$ cat config.mk
export PLATFORM = sky130hd
export DESIGN_NAME = uart_rx_ctrl
export DESIGN_NICKNAME = d
export VERILOG_FILES = /design/src/rtl/uart_rx_ctrl.sv
export SDC_FILE = /design/constraint.sdc
export NUM_CORES = 1
export LEC_CHECK = 0
export ABC_AREA = 1
export BUFFER_PORTS_ARGS = -buffer_cell sky130_fd_sc_hd__buf_2
export CORE_MARGIN = 1
export CORE_UTILIZATION = 50
export DETAILED_ROUTE_END_ITERATION = 8
export PLACE_DENSITY = 0.75
export SYNTH_ARGS = -nofsm -noshare
export SYNTH_HDL_FRONTEND = slang
export SYNTH_SLANG_ARGS = --single-unit
$ cat constraint.sdc
create_clock -name clock -period 3.8 [get_ports clock]
set_clock_uncertainty 0.15 [all_clocks]
set_input_delay 0.57 -clock clock [delete_from_list [all_inputs] [get_ports clock]]
set_output_delay 0.57 -clock clock [all_outputs]
set_load 0.01 [all_outputs]
$ cat src/rtl/uart_rx_ctrl.sv
// uart_rx_ctrl -- host-side controller for a UART receiver.
//   Synchronizes the receiver's done/active status, captures completed frames
//   ({error_flag, data_out}) into a show-ahead FIFO, and keeps an overrun flag
//   plus a saturating error-frame counter. Configuration writes (baud/parity)
//   are deferred while the receiver is active so the line settings never change
//   mid-frame.
// Ports:
//   clock, reset           : system clock, async active-high reset
//   rx_enable              : capture completed frames when 1
//   cfg_wr/cfg_baud/cfg_parity, cfg_busy : config write strobe/values, pending flag
//   baud_rate, parity_type : config driven to the receiver
//   active_flag, done_flag, error_flag, data_out : receiver status and payload
//   rd_valid/rd_ready/rd_data/rd_err : host read handshake (FIFO head)
//   overrun, clr_overrun   : sticky dropped-frame flag and its clear
//   err_count              : saturating count of captured frames with errors
//   fifo_level             : FIFO occupancy
module uart_rx_ctrl #(
  parameter int         DEPTH      = 4,
  parameter logic [1:0] DEF_BAUD   = 2'b00,
  parameter logic [1:0] DEF_PARITY = 2'b00
) (
  input  logic                     clock,
  input  logic                     reset,
  input  logic                     rx_enable,
  input  logic                     cfg_wr,
  input  logic [1:0]               cfg_baud,
  input  logic [1:0]               cfg_parity,
  output logic                     cfg_busy,
  output logic [1:0]               baud_rate,
  output logic [1:0]               parity_type,
  input  logic                     active_flag,
  input  logic                     done_flag,
  input  logic [2:0]               error_flag,
  input  logic [7:0]               data_out,
  output logic                     rd_valid,
  input  logic                     rd_ready,
  output logic [7:0]               rd_data,
  output logic [2:0]               rd_err,
  output logic                     overrun,
  input  logic                     clr_overrun,
  output logic [7:0]               err_count,
  output logic [$clog2(DEPTH):0]   fifo_level
);
  localparam int AW = $clog2(DEPTH);
  localparam int LW = AW + 1;

  typedef enum logic {S_IDLE, S_PEND} cfg_st_t;

  // status synchronizers and done edge detector
  logic r_done_s1, r_done_s2, r_done_d;
  logic r_act_s1, r_act_s2;
  logic [1:0] r_arm;
  logic w_act, w_done_rise, w_armed;

  always_ff @(posedge clock or posedge reset) begin
    if (reset) begin
      r_done_s1 <= 1'b0;
      r_done_s2 <= 1'b0;
      r_done_d  <= 1'b0;
      r_act_s1  <= 1'b0;
      r_act_s2  <= 1'b0;
      r_arm     <= 2'd0;
    end else begin
      r_done_s1 <= done_flag;
      r_done_s2 <= r_done_s1;
      r_done_d  <= r_done_s2;
      r_act_s1  <= active_flag;
      r_act_s2  <= r_act_s1;
      if (r_arm != 2'd3) r_arm <= r_arm + 2'd1;
    end
  end

  // Blank edges for the first 3 clocks after reset so a done_flag that was
  // already high through reset is not mistaken for a new frame.
  assign w_armed     = (r_arm == 2'd3);
  assign w_act       = r_act_s2;
  assign w_done_rise = r_done_s2 & ~r_done_d;

  // receive FIFO
  logic [10:0]   r_mem [DEPTH];
  logic [AW-1:0] r_wptr, r_rptr;
  logic [LW-1:0] r_level;
  logic [7:0]    r_err_cnt;
  logic          r_ovr;
  logic          w_wr_req, w_pop, w_full, w_wr_acc, w_drop;

  assign w_wr_req = w_done_rise & rx_enable & w_armed;
  assign w_full   = (r_level == LW'(DEPTH));
  assign w_pop    = rd_valid & rd_ready;
  // a pop on the same clock frees the slot, so a full FIFO can still accept
  assign w_wr_acc = w_wr_req & (~w_full | w_pop);
  assign w_drop   = w_wr_req & w_full & ~w_pop;

  always_ff @(posedge clock) begin
    if (w_wr_acc) r_mem[r_wptr] <= {error_flag, data_out};
  end

  always_ff @(posedge clock or posedge reset) begin
    if (reset) begin
      r_wptr    <= '0;
      r_rptr    <= '0;
      r_level   <= '0;
      r_ovr     <= 1'b0;
      r_err_cnt <= 8'd0;
    end else begin
      if (w_wr_acc) r_wptr <= r_wptr + 1'b1;
      if (w_pop)    r_rptr <= r_rptr + 1'b1;
      case ({w_wr_acc, w_pop})
        2'b10:   r_level <= r_level + 1'b1;
        2'b01:   r_level <= r_level - 1'b1;
        default: r_level <= r_level;
      endcase
      if (w_drop)           r_ovr <= 1'b1;
      else if (clr_overrun) r_ovr <= 1'b0;
      if (w_wr_req && error_flag != 3'd0 && r_err_cnt != 8'hFF)
        r_err_cnt <= r_err_cnt + 8'd1;
    end
  end

  assign fifo_level = r_level;
  assign rd_valid   = (r_level != '0);
  assign rd_data    = rd_valid ? r_mem[r_rptr][7:0]  : 8'd0;
  assign rd_err     = rd_valid ? r_mem[r_rptr][10:8] : 3'd0;
  assign overrun    = r_ovr;
  assign err_count  = r_err_cnt;

  // configuration FSM: apply immediately when idle, otherwise hold the last
  // written values until the receiver goes inactive
  cfg_st_t    r_state;
  logic       r_busy;
  logic [1:0] r_baud, r_par, r_lat_baud, r_lat_par;

  always_ff @(posedge clock or posedge reset) begin
    if (reset) begin
      r_state    <= S_IDLE;
      r_busy     <= 1'b0;
      r_baud     <= DEF_BAUD;
      r_par      <= DEF_PARITY;
      r_lat_baud <= DEF_BAUD;
      r_lat_par  <= DEF_PARITY;
    end else begin
      case (r_state)
        S_IDLE: begin
          if (cfg_wr) begin
            if (!w_act) begin
              r_baud <= cfg_baud;
              r_par  <= cfg_parity;
            end else begin
              r_lat_baud <= cfg_baud;
              r_lat_par  <= cfg_parity;
              r_state    <= S_PEND;
              r_busy     <= 1'b1;
            end
          end
        end
        S_PEND: begin
          if (!w_act) begin
            // a write landing on the release clock is the newest, so it wins
            r_baud  <= cfg_wr ? cfg_baud   : r_lat_baud;
            r_par   <= cfg_wr ? cfg_parity : r_lat_par;
            r_state <= S_IDLE;
            r_busy  <= 1'b0;
          end else if (cfg_wr) begin
            r_lat_baud <= cfg_baud;
            r_lat_par  <= cfg_parity;
          end
        end
        default: begin
          r_state <= S_IDLE;
          r_busy  <= 1'b0;
        end
      endcase
    end
  end

  assign cfg_busy    = r_busy;
  assign baud_rate   = r_baud;
  assign parity_type = r_par;

endmodule

### Word-level counts from Yosys, hierarchy flattened

Memories as Yosys holds them, arrays and structs flattened.
Cells that the tools add are included.

* RAM bits: 44
* memories kept: 1
* word-level logic and storage cells: 88
* register bits after elaboration: 33

Memories
* r_mem: depth 4, width 11, read ports 1, clocked after memory_dff 0, wr ports 1, line 80 `logic [10:0] r_mem [DEPTH];`

* eq/ne operators: 11
* bitwise logic cells: 12
* mux-type cells: 32
* reduce and logical (&&, ||, !) cells: 9
* $add $sub $neg: 6

Operators with widths (number)
* 2-bit 2-to-1 mux: 14
* 2-bit one-hot mux with 2 select lines: 4
* 2-bit != test (second input constant): 6
* 1-bit 2-to-1 mux: 9
* 3-bit AND reduction: 3
* 8-bit by 1-bit adder with 8-bit output (second input constant): 1
* 8-bit 2-to-1 mux: 1
* 8-bit != test (second input constant): 1
* 1-bit bitwise AND: 7
* 2-bit by 1-bit adder with 2-bit output (second input constant): 3
* 3-bit one-hot mux with 2 select lines: 1
* 3-bit nonzero test: 2
* 2-bit equality test (second input constant): 2
* 1-bit inverter: 4
* 1-bit one-hot mux with 2 select lines: 2
* 2-bit nonzero test: 2
* 3-bit by 1-bit adder with 3-bit output (second input constant): 1
* 3-bit equality test (second input constant): 1
* 3-bit 2-to-1 mux: 1
* 3-bit by 1-bit subtractor with 3-bit output (second input constant): 1
* 2-bit by 1-bit equality test with 1-bit output (second input constant): 1
* 1-bit logical AND: 2
* 1-bit bitwise OR: 1

### Depth between registers and ports, before layout

* depth after elaboration: 7
* gate-level depth with buffers: 9

### Least setup slack after synthesis

Ideal clock, no wire load.

* path kind: flip-flop to flip-flop
* start point: reg r_arm[0]
* end point: mem r_mem[0][0] (enable)
* path buffers: 0
* data arrival time: 1.443 ns
* cell stages (with the launch flop): 6
* setup slack: 1.828 ns
* setup time: 0.378 ns
* period minus slack after synthesis: 1.972 ns
* path through: dfrtp_1 ha_1 nand2_2 nor2_4 nand2_1 nor2_1

* longest elaborated chain between the ends: 5

Ends and longest elaborated chain
* start: declaration: line 52 `logic [1:0] r_arm;`
* start signal: assignment: line 69 `if (r_arm != 2'd3) r_arm <= r_arm + 2'd1;`
* 2-bit equality test: line 75 `assign w_armed = (r_arm == 2'd3);`
* 1-bit bitwise AND: line 87 `assign w_wr_req = w_done_rise & rx_enable & w_armed;`
* 1-bit bitwise AND: line 91 `assign w_wr_acc = w_wr_req & (~w_full | w_pop);`
* 1-bit 2-to-1 mux: line 95 `if (w_wr_acc) r_mem[r_wptr] <= {error_flag, data_out};`
* 1-bit 2-to-1 mux (not written as such): line 95
* end: declaration: line 80

Every way passes these cells.

### Worst setup path in the final report

* start point: reg r_rptr[1]
* end point: out rd_err[1]

* longest elaborated chain between the ends: 2

Ends and longest elaborated chain
* start: declaration: line 81 `logic [AW-1:0] r_wptr, r_rptr;`
* start signal: assignment: line 107 `if (w_pop) r_rptr <= r_rptr + 1'b1;`
* memory read 4 x 11 bit
* 3-bit 2-to-1 mux: line 123 `assign rd_err = rd_valid ? r_mem[r_rptr][10:8] : 3'd0;`
* end: declaration: line 38 `output logic [2:0] rd_err,`

Every way passes these cells.

==> metrics.yaml <==
worst_slew_pin_slew_ns: 0.941
cts_setup_buffers: 0
syn_inst: 327
ys_warn_count: 0
p_comb_share_pct: 31.5
diodes: 0
max_freq_mhz: 373
cts_tree: "done"
grt_pass1_vias: 2245
finalNonFillerCells: 466
leakage_nw: 1.77
rsz0062_at_grt: "no"
whs_ns: 0.158
grt_max_degree: 34
routed_wl_mm: 5.96
cp-start-kind: "flop"
cts.htree.levels: 3
clk_pin_slew_ns: 0.08
p_sw_uw: 927
avgRoutedWirePerCell_um: 12.8
ios: 52
clkSinkCount: 77
cp_data_arrival_time_ns: 1.96
endpoint_kind: "output port"
portBuffers: 51
coreArea_sq_um: 6420
nets: 418
vias_per_cell: 4.98
maxSlewViolCount: 0
p_sw_share_pct: 34.6
yosysUniqueCellTypes: 25
grt_usage_pct: 18.6
synth_fp_nets: 361
rows: 29
min_path_type: "input pin to async pin"
die_width_um: 84.0
clkPwrFrac_pct: 27.7
clk_path_buf_depth: 2
synth-seq-area-share_pct: 63.9
die_height_um: 84.0
dp_cells: 450
syn_avg_cell_area_sq_um: 10.3
drtIter0Drc: 172
cts_root_buf: "clkbuf_8"
final-hold-violation-count: 0
grt_first_pass_wirelength_mm: 10.0
cp.required_ns: 3.08
place_congestion: 0.752
post-route-period-util_pct: 70.6
hold_buffers: 0
worstPathMaxFanout: 13
power_mw: 2.68
final_cell_mix: "nor2_1 (60), nand2_1 (54), buf_2 (51)"
cts.repair.resized: 0
p_int_mw: 1.76
grt_overflow: 0
ant_nets: 0
syn_area_sq_um: 3360
final_common_cell: "nor2_1"
drtPass1Iterations: 6
die-area_sq_um: 7050
fill_cells: 516
period_minus_slack_ns: 2.68
crit_type: "flop to output port"
setup_viol: 0
power_density_nw_per_um2: 681
hpwl_mm: 4.05
maxCapViolations: 0
setup_total_negative_slack_ns: 0
numCtsBuffers: 9
vdd_drop_max_v: 0.000306
violations: "design-rule violations"
vias: 2320
antenna_found_initial: 0
drc: 8
slew_headroom_pct: 37.0
status: "finished with violations"
drive_above_1_share_pct: 19.3
synth-seq-cells: 77
initial_core_util_pct: 52.3
clk_latency_ns: 0.34
pwr-share-seq_pct: 40.8
syn2layout_area_growth_pct: 17.3
-- worst max-delay path: stages (launching register included) --
cell     delay (ns)
dfrtp_1        0.65
inv_1          0.32
nor2_1         0.18
o21ai_0        0.09
a21oi_1        0.20
buf_2          0.17
-- synthesized netlist by cell type --
library cell | number | area share (%)
dfrtp_1 | 33 | 25
buf_6 | 1 | 0.34
nand2_1 | 54 | 6.0
clkbuf_1 | 6 | 0.67
a21o_1 | 1 | 0.22
o22ai_1 | 1 | 0.19
buf_2 | 2 | 0.30
nor3_1 | 3 | 0.45
xor2_1 | 6 | 1.6
mux2_2 | 1 | 0.34
nand4_1 | 2 | 0.37
o21ai_1 | 7 | 1.0
nand3_1 | 5 | 0.75
nand3b_1 | 2 | 0.45
ha_1 | 10 | 3.7
fa_1 | 1 | 0.60
inv_1 | 37 | 4.1
nor2_4 | 2 | 0.67
nor2_1 | 60 | 6.7
nand2_2 | 2 | 0.37
a21oi_1 | 14 | 2.1
edfxtp_1 | 44 | 39
xnor2_1 | 1 | 0.26
o21ai_0 | 31 | 4.6
or2_0 | 1 | 0.19
-- cell families (layout without fill, tap and decap cells) --
group           Yosys count  after routing  synth area share (%)
compound gates           54             54                  8.16
xor+xnor                  7              7                  1.83
fa+ha+maj                11             11                  4.32
buf+inv                  46            108                  5.44
flops                    77             77                  63.9
mux                       1              1                 0.335
simple gates            131            131                  16.0
-- sequential cells by signal, indices dropped and copies added (netlist names), 2 cells and up --
register,flops
err_count,8
r_arm,2
baud_rate,2
r_rptr,2
parity_type,2
r_wptr,2
r_lat_par,2
fifo_level,3
r_lat_baud,2
r_mem,44
-- power groups by stage --
stage | Combinational [mW] | Clock, mW | Sequential [mW]
floorplan | 0.557 | 0 | 1.11
global placement | 0.825 | 0 | 1.11
detailed placement | 0.846 | 0 | 1.11
CTS | 0.851 | 0.758 | 1.10
global route | 0.957 | 0.787 | 1.11
finish | 0.846 | 0.743 | 1.09
-- final timing paths --
check | from | endpoint | slack (ns) | cells after the start
setup / recovery | r_rptr[1]$_DFFE_PP0P_ | rd_err[1] | 1.12 | 5
setup reg to reg | r_arm[0]$_DFFE_PP0P_ | r_mem[0][1]$_DFFE_PP_ | 1.49 | 5
max in group asynchronous | reset | err_count[0]$_DFFE_PP0P_ | 3.04 | 3
hold reg to reg | r_act_s1$_DFF_PP0_ | r_act_s2$_DFF_PP0_ | 0.20 | 0
hold / removal | reset | err_count[4]$_DFFE_PP0P_ | 0.16 | 3
min in group clock | done_flag | r_done_s1$_DFF_PP0_ | 0.19 | 1
-- per-layer routing --
metal / share of wire [%] / up-vias / GRT usage, % / routed length, um
met4: 1.7 / 0 / 10.2 / 104
met2: 49 / 55 / 31.1 / 2950
met3: 4.5 / 11 / 4.35 / 271
li1: - / 1178 / - / -
met1: 44 / 1076 / 22.4 / 2640
met5: 0 / - / 0 / 0
-- through the flow --
step | cell area [sq um] | utilization, % | setup slack [ns]
after detailed placement | 3700 | 57.5 | 1.43
after floorplan | 3360 | - | 1.83
final | 3940 | 61.3 | 1.12
after global placement | 3700 | 57.5 | 1.47
after global routing | 3940 | 61.3 | 0.927
after CTS | 3940 | 61.3 | 1.12
-- final cells by class --
type                            count  area, sq um  share of cell area (%)
Sequential cell                    77         2150                    54.5
Multi-Input combinational cell    204         1030                    26.1
Timing Repair Buffer               55          285                    7.24
Inverter                           37          139                    3.52
Clock buffer                        9          124                    3.14
Clock inverter                      7          120                    3.05
Tap cell                           77         96.3                    2.45
(Power assumes the default switching activity.)
